`config.mk`:
```
export PLATFORM = sky130hd
export DESIGN_NAME = flag_hazard_pipe
export DESIGN_NICKNAME = d
export VERILOG_FILES = /design/src/rtl/cpu_pkg.sv /design/src/rtl/flag_fwd_mux.sv /design/src/rtl/flag_hazard_pipe.sv
export SDC_FILE = /design/constraint.sdc
export NUM_CORES = 1
export LEC_CHECK = 0
export CAP_MARGIN = 20
export CORE_MARGIN = 8
export CORE_UTILIZATION = 25
export DETAILED_ROUTE_END_ITERATION = 10
export DONT_BUFFER_PORTS = 1
export PLACE_DENSITY = 0.42
export SETUP_SLACK_MARGIN = 0.02
export SLEW_MARGIN = 20
export SYNTH_ARGS = -nofsm -noshare
export SYNTH_HDL_FRONTEND = slang
export SYNTH_SLANG_ARGS = --single-unit
```
`constraint.sdc`:
```
create_clock -name clk -period 1 [get_ports clk]
set_input_delay 0.2 -clock clk [delete_from_list [all_inputs] [get_ports clk]]
set_output_delay 0.2 -clock clk [all_outputs]
set_load 0.005 [all_outputs]
```
`src/rtl/cpu_pkg.sv`:
```
// Shared CPU types for the flag hazard/forwarding pipe.
// A flag slot records one in-flight instruction's carry/zero update as it
// moves from MEM to WB.
package cpu_pkg;

   // One pipeline slot of pending flag updates.
   //   valid : slot holds a real (non-squashed) instruction
   //   cwr   : instruction writes carry
   //   zwr   : instruction writes zero
   //   c, z  : values to be written
   //   ldz   : zero comes from load data, resolved while the slot is in MEM
   typedef struct packed {
      logic valid;
      logic cwr;
      logic zwr;
      logic c;
      logic z;
      logic ldz;
   } flag_slot_t;

   // Flag indices used for the per-flag forwarding vectors.
   localparam int FLAG_C    = 0;
   localparam int FLAG_Z    = 1;
   localparam int NUM_FLAGS = 2;

endpackage

```
`src/rtl/flag_fwd_mux.sv`:
```
// Per-flag forwarding selector: youngest pending writer wins, falling back
// to the architectural flag. With FWD_EN = 0 the architectural flag is
// always selected (debug mode).
module flag_fwd_mux #(
   parameter bit FWD_EN = 1'b1
) (
   input  logic mem_hit,
   input  logic mem_val,
   input  logic wb_hit,
   input  logic wb_val,
   input  logic arch_val,
   output logic fwd_val
);

   // Priority select: MEM slot, then WB slot, then architectural value.
   always_comb begin
      fwd_val = arch_val;
      if (FWD_EN) begin
         if (mem_hit) begin
            fwd_val = mem_val;
         end else if (wb_hit) begin
            fwd_val = wb_val;
         end
      end
   end

endmodule

```
`src/rtl/flag_hazard_pipe.sv`:
```
// Tracks carry/zero updates in flight through MEM and WB, forwards the
// youngest pending values to the EX condition logic, and drives the flag
// register commit port from the WB slot.
//
// Handshake: there is no valid/ready pair here; the pipe advances on every
// clock unless stall is high. flush squashes the EX capture and the MEM slot
// and takes priority over stall. Commit strobes are suppressed while stall or
// rst is high, so every valid WB entry commits exactly once.
module flag_hazard_pipe import cpu_pkg::*; #(
   parameter bit FWD_EN = 1'b1
) (
   input  logic clk,
   input  logic rst,
   input  logic stall,
   input  logic flush,
   input  logic ex_valid,
   input  logic ex_carry_wr,
   input  logic ex_zero_wr,
   input  logic ex_carry,
   input  logic ex_zero,
   input  logic ex_zero_from_load,
   input  logic mem_load_zero,
   input  logic arch_carry,
   input  logic arch_zero,
   output logic fwd_carry,
   output logic fwd_zero,
   output logic carry_in,
   output logic zero_in,
   output logic carry_wr,
   output logic zero_wr
);

   flag_slot_t mem_q, mem_d;
   flag_slot_t wb_q,  wb_d;

   logic [NUM_FLAGS-1:0] mem_hit;
   logic [NUM_FLAGS-1:0] mem_val;
   logic [NUM_FLAGS-1:0] wb_hit;
   logic [NUM_FLAGS-1:0] wb_val;
   logic [NUM_FLAGS-1:0] arch_val;
   logic [NUM_FLAGS-1:0] fwd_val;

   // The load-zero marker has already been resolved by the time a slot sits
   // in WB, so the WB copy of it is never consulted.
   logic unused_wb_ldz;
   assign unused_wb_ldz = wb_q.ldz;

   // Next-slot logic: advance EX->MEM->WB, resolving load zero on the way
   // into WB; on stall only a flush may touch MEM (clearing its valid).
   always_comb begin
      mem_d = mem_q;
      wb_d  = wb_q;
      if (!stall) begin
         mem_d.valid = ex_valid & ~flush;
         mem_d.cwr   = ex_carry_wr;
         mem_d.zwr   = ex_zero_wr;
         mem_d.c     = ex_carry;
         mem_d.z     = ex_zero;
         mem_d.ldz   = ex_zero_from_load;
         wb_d        = mem_q;
         if (mem_q.ldz) begin
            wb_d.z = mem_load_zero;
         end
         if (flush) begin
            wb_d.valid = 1'b0;
         end
      end else if (flush) begin
         mem_d.valid = 1'b0;
      end
   end

   // Slot registers with synchronous active-high reset.
   always_ff @(posedge clk) begin
      if (rst) begin
         mem_q <= '0;
         wb_q  <= '0;
      end else begin
         mem_q <= mem_d;
         wb_q  <= wb_d;
      end
   end

   // Per-flag hit/value vectors feeding the forwarding selectors. The MEM
   // zero of a load is the live load-data zero, not the captured ALU zero.
   always_comb begin
      mem_hit           = '0;
      mem_val           = '0;
      wb_hit            = '0;
      wb_val            = '0;
      arch_val          = '0;
      mem_hit[FLAG_C]   = mem_q.valid & mem_q.cwr;
      mem_val[FLAG_C]   = mem_q.c;
      mem_hit[FLAG_Z]   = mem_q.valid & mem_q.zwr;
      mem_val[FLAG_Z]   = mem_q.ldz ? mem_load_zero : mem_q.z;
      wb_hit[FLAG_C]    = wb_q.valid & wb_q.cwr;
      wb_val[FLAG_C]    = wb_q.c;
      wb_hit[FLAG_Z]    = wb_q.valid & wb_q.zwr;
      wb_val[FLAG_Z]    = wb_q.z;
      arch_val[FLAG_C]  = arch_carry;
      arch_val[FLAG_Z]  = arch_zero;
   end

   for (genvar f = 0; f < NUM_FLAGS; f++) begin : g_flag
      flag_fwd_mux #(
         .FWD_EN   (FWD_EN)
      ) u_fwd (
         .mem_hit  (mem_hit[f]),
         .mem_val  (mem_val[f]),
         .wb_hit   (wb_hit[f]),
         .wb_val   (wb_val[f]),
         .arch_val (arch_val[f]),
         .fwd_val  (fwd_val[f])
      );
   end

   assign fwd_carry = fwd_val[FLAG_C];
   assign fwd_zero  = fwd_val[FLAG_Z];

   // Commit port: write strobes from WB, gated off by stall and reset.
   always_comb begin
      carry_wr = wb_q.valid & wb_q.cwr & ~stall & ~rst;
      zero_wr  = wb_q.valid & wb_q.zwr & ~stall & ~rst;
      carry_in = wb_q.c;
      zero_in  = wb_q.z;
   end

endmodule

```
# --- Word level (Yosys, flattened, before mapping) ---
# Cells that the tools add are included.
totals:
  elab_cells: 30
  in_bits: 13
  output_inout_bits: 6
  register_bits: 11
op_classes:
  mux: 7
  bitwise: 12
ops:
  columns: ["op", "count"]
  rows:
  - ["1-bit AND", 9]
  - ["1-bit two-way mux", 7]
  - ["1-bit inverter", 3]

# --- Depth between registers and ports, before layout ---
depth:
  depth_word: 3
  ltp_mapped: 3
  depth_no_buf: 3

# --- Hierarchy ---
# From an unflattened synthesis, not the netlist that was laid out.
hier_totals:
  cells_unflattened: 51
  hier_area_um2: 500.5
by_module_without_submodules:
  columns: ["module", "area_each_um2", "n_inst", "seq_area_each_um2", "cells_per_inst"]
  rows:
  - ["flag_hazard_pipe", 462.9, 1, 220.2, 45]
  - ["flag_fwd_mux", 18.8, 2, 0.0, 3]

# --- Worst setup path after synthesis ---
# OpenSTA, ideal clock, no wires.
synth_timing:
  path_kind: "register to output"
  from: "register wb_q[3] (netlist name)"
  to: "output port fwd_zero"
  setup_slack_ns: 0.064
  t_required_ns: 0.800
  n_path_buf: 0
  arrival_time_ns: 0.736
  path_stages_with_launch: 4
  path_cell_list: "dfxtp_1 > and3_1 > a221oi_1 > a31oi_1"
synth_between:
  elab_chain_len: 3
synth_lines:
  columns: ["item", "line_no", "rtl"]
  rows:
  - ["from (decl)", "flag_hazard_pipe.sv:34", "flag_slot_t wb_q, wb_d;"]
  - ["from (signal assigned)", "flag_hazard_pipe.sv:79", "wb_q <= wb_d;"]
  - ["1-bit AND", "flag_hazard_pipe.sv:97", "wb_hit[FLAG_Z] = wb_q.valid & wb_q.zwr;"]
  - ["1-bit two-way mux", "flag_fwd_mux.sv:21", "end else if (wb_hit) begin"]
  - ["1-bit two-way mux", "flag_fwd_mux.sv:19", "if (mem_hit) begin"]
  - ["to (decl)", "flag_hazard_pipe.sv:26", "output logic fwd_zero,"]
# Every way passes these cells.

# --- Worst setup path after layout ---
layout_timing:
  from: "register wb_q[5] (netlist name)"
  to: "output port fwd_zero"
# The elaborated chain is that of the path after synthesis.

==> results.py <==
metrics = {
    "clock_network": {
        "root_buffer": "clkbuf_4",
        "cts.htree.levels": 1,
        "cts_tree": "built",
        "insertion_delay_ns": 0.26,
        "clkSlewWorstSetupHoldPaths_ns": 0.07,
        "cts_setup_buffers": 0,
        "cts_num_sinks": 11,
        "ctsLongestPathBuffers": 2,
        "cts_made_buffers": 3,
    },
    "placed_design": {
        "place_congestion": 0.716,
        "port_buffers": 0,
        "dpl.hpwl_um": 872,
        "dpl_cell_area_sq_um": 532,
    },
    "timing": {
        "grt_setup_unrepaired": "yes",
        "worst_slack_ns": -0.225,
        "min_period_over_period_pct": 122,
        "skew_ns": 0.000395,
        "tightest_slew_ns": 0.468,
        "relSlewSlack_pct": 68.8,
        "setup_violations": 4,
        "drv_slew": 0,
        "fmax_mhz": 817,
        "hold_violations": 0,
        "fin_crit_ns": 1.22,
    },
    "outcome": {
        "outcome": "finished, violations left",
        "violations": "negative setup slack",
    },
    "synth": {
        "syn_inst": 49,
        "syn_nets": 62,
        "yosys_warnings": 0,
        "syn_area_per_cell_sq_um": 9.86,
        "yosysSeqAreaShare_pct": 45.6,
        "syn_area_sq_um": 483,
        "synth_cell_type_count": 15,
        "ys_seq_elements": 11,
    },
    "global_routing": {
        "grt_use_total_pct": 7.10,
        "antenna_found_initial": 0,
        "grt_pass1_wl_um": 1860,
        "grt_max_degree": 16,
        "gr-total-overflow": 0,
        "grt_pass1_vias": 414,
    },
    "detailed_routing": {
        "wirelength_um": 1150,
        "wire_per_inst_um": 13.7,
        "via_count": 372,
        "firstDrtPassIters": 1,
        "drcViolationCount": 0,
        "viasPerCell": 4.43,
        "ant_nets": 0,
        "drt_iter0_markers": 0,
    },
    "worst_setup_path": {
        "crit_required_ns": 0.80,
        "endpoint_kind": "primary output",
        "cp_max_fo": 5,
        "critPathArrivalTime_ns": 1.02,
        "worstSetupStartpointType": "register",
        "path_class": "register to primary output",
    },
    "layout": {
        "finalInstanceArea_sq_um": 603,
        "nFillCells": 212,
        "final_util_pct": 32.0,
        "drive_gt1_share_pct": 29.8,
        "syn_to_final_growth_pct": 24.9,
        "nets": 71,
        "diodes": 0,
    },
    "run": {
        "max_cap_viol_count": 0,
    },
    "floorplanning": {
        "ioPinCount": 19,
        "dieArea_sq_um": 3590,
        "start_util_pct": 25.7,
        "chipHeight_um": 60.0,
        "core_area_sq_um": 1880,
        "rows": 16,
        "die_w_um": 60.0,
    },
    "power_and_ir_drop": {
        "powerDensity_nw_per_um2": 1390,
        "peakVddDrop_mv": 0.665,
        "p_leak_nw": 0.258,
    },
    "worst_hold_path": {
        "hp-class": "input pin to register",
    },
}
==> power by group <==
part / internal [mW] / switching, mW / total (mW)
logic: 0.0448 / 0.0281 / 0.0728
clock network: 0.154 / 0.137 / 0.291
registers: 0.457 / 0.0161 / 0.473
total: 0.655 / 0.181 / 0.837
==> logic make-up (layout without fill, tap and decap cells) <==
group | count (synthesis) | count (layout) | synth area share, %
buffers and inverters | 2 | 10 | 3.11
AND/OR/NAND/NOR | 20 | 20 | 22.3
AO/OA/AOI/OAI | 5 | 5 | 6.22
flip-flops | 11 | 11 | 45.6
multiplexers | 11 | 11 | 22.8
==> critical path, stage by stage, from the launching register on <==
cell	delay, ns
dfxtp_4	0.37
and3_4	0.17
a221oi_2	0.03
a31oi_1	0.20
==> metrics by stage <==
stage	hold WS (ns)	total power, mW	setup TNS (ns)	worst slack, ns	cells
2_1_floorplan	0.270	0.539	0	0.0643	49
3_3_place_gp	0.270	0.538	0	0.0167	78
3_5_place_dp	0.271	0.540	0	0.00126	78
4_1_cts	0.0755	0.854	-0.842	-0.247	84
5_1_grt	0.0738	0.890	-0.997	-0.291	84
6_report	0.0874	0.837	-0.757	-0.225	84
==> cell usage after synthesis <==
| library cell | count | area (sq um) |
|---|---|---|
| dfxtp_1 | 11 | 220 |
| nor3b_1 | 1 | 7.51 |
| clkbuf_1 | 1 | 3.75 |
| mux2i_1 | 11 | 110 |
| and4bb_2 | 2 | 25.0 |
| buf_6 | 1 | 11.3 |
| a221oi_1 | 1 | 8.76 |
| a31oi_1 | 1 | 6.26 |
| nor2_1 | 10 | 37.5 |
| o21ai_0 | 1 | 5.00 |
| a21oi_1 | 2 | 10.0 |
| nor3_2 | 1 | 10.0 |
| nor2b_1 | 1 | 6.26 |
| and3_1 | 1 | 6.26 |
| nand2_1 | 4 | 15.0 |
==> what timing repair did <==
action                                 4_1_cts  5_1_grt
resized for setup                            2        7
pin swaps                                    3        0
setup endpoints to repair                    4       15
endpoints found under the hold margin       11        0
hold buffers                                 2        0
cloned                                       0        0
==> metal layers <==
metal	part of all wire, %	global-route usage, %
met1	48	8.82
met3	7.2	2.15
met5	0	0
met4	1.0	6.12
met2	44	9.54
==> placed cells by master (no fill, tap or decap) <==
cell type and n:
mux2i_1 10, a221oi_2 1, and3_4 1, a21oi_1 2, o21ai_0 1, dfxtp_4 1, clkbuf_4 3, dfxtp_1 7
dlymetal6s4s_1 1, a31oi_1 1, nand2_1 4, nor3_2 1, mux2i_2 1, nor2_1 10, clkbuf_1 1, nor2b_1 1
dfxtp_2 3, buf_4 4, and4bb_2 2, dlygate4sd3_1 1, nor3b_1 1
==> area by class of cell <==
type	instances	area, sq um	share of cell area [%]
multi-input cells	36	263	43.6
repair buffers	6	52.6	8.71
well taps	27	33.8	5.60
flip-flops and latches	11	228	37.8
clock buffers	4	26.3	4.36
==> state kept, by name, indices dropped and copies added, names as in the netlist <==
signal,cells
wb_q,3
zero_in,1
carry_in,1
mem_q,6
==> final timing paths <==
kind / startpoint / to / slack, ns / cells after the start
setup reg to reg: mem_q[0] / zero_in / 0.10 / 3
hold / removal: ex_zero / mem_q[1] / 0.09 / 2
hold reg to reg: mem_q[0] / mem_q[0] / 0.52 / 2
setup / recovery: wb_q[5] / fwd_zero / -0.22 / 3
Power figures use the tool's default switching activity.
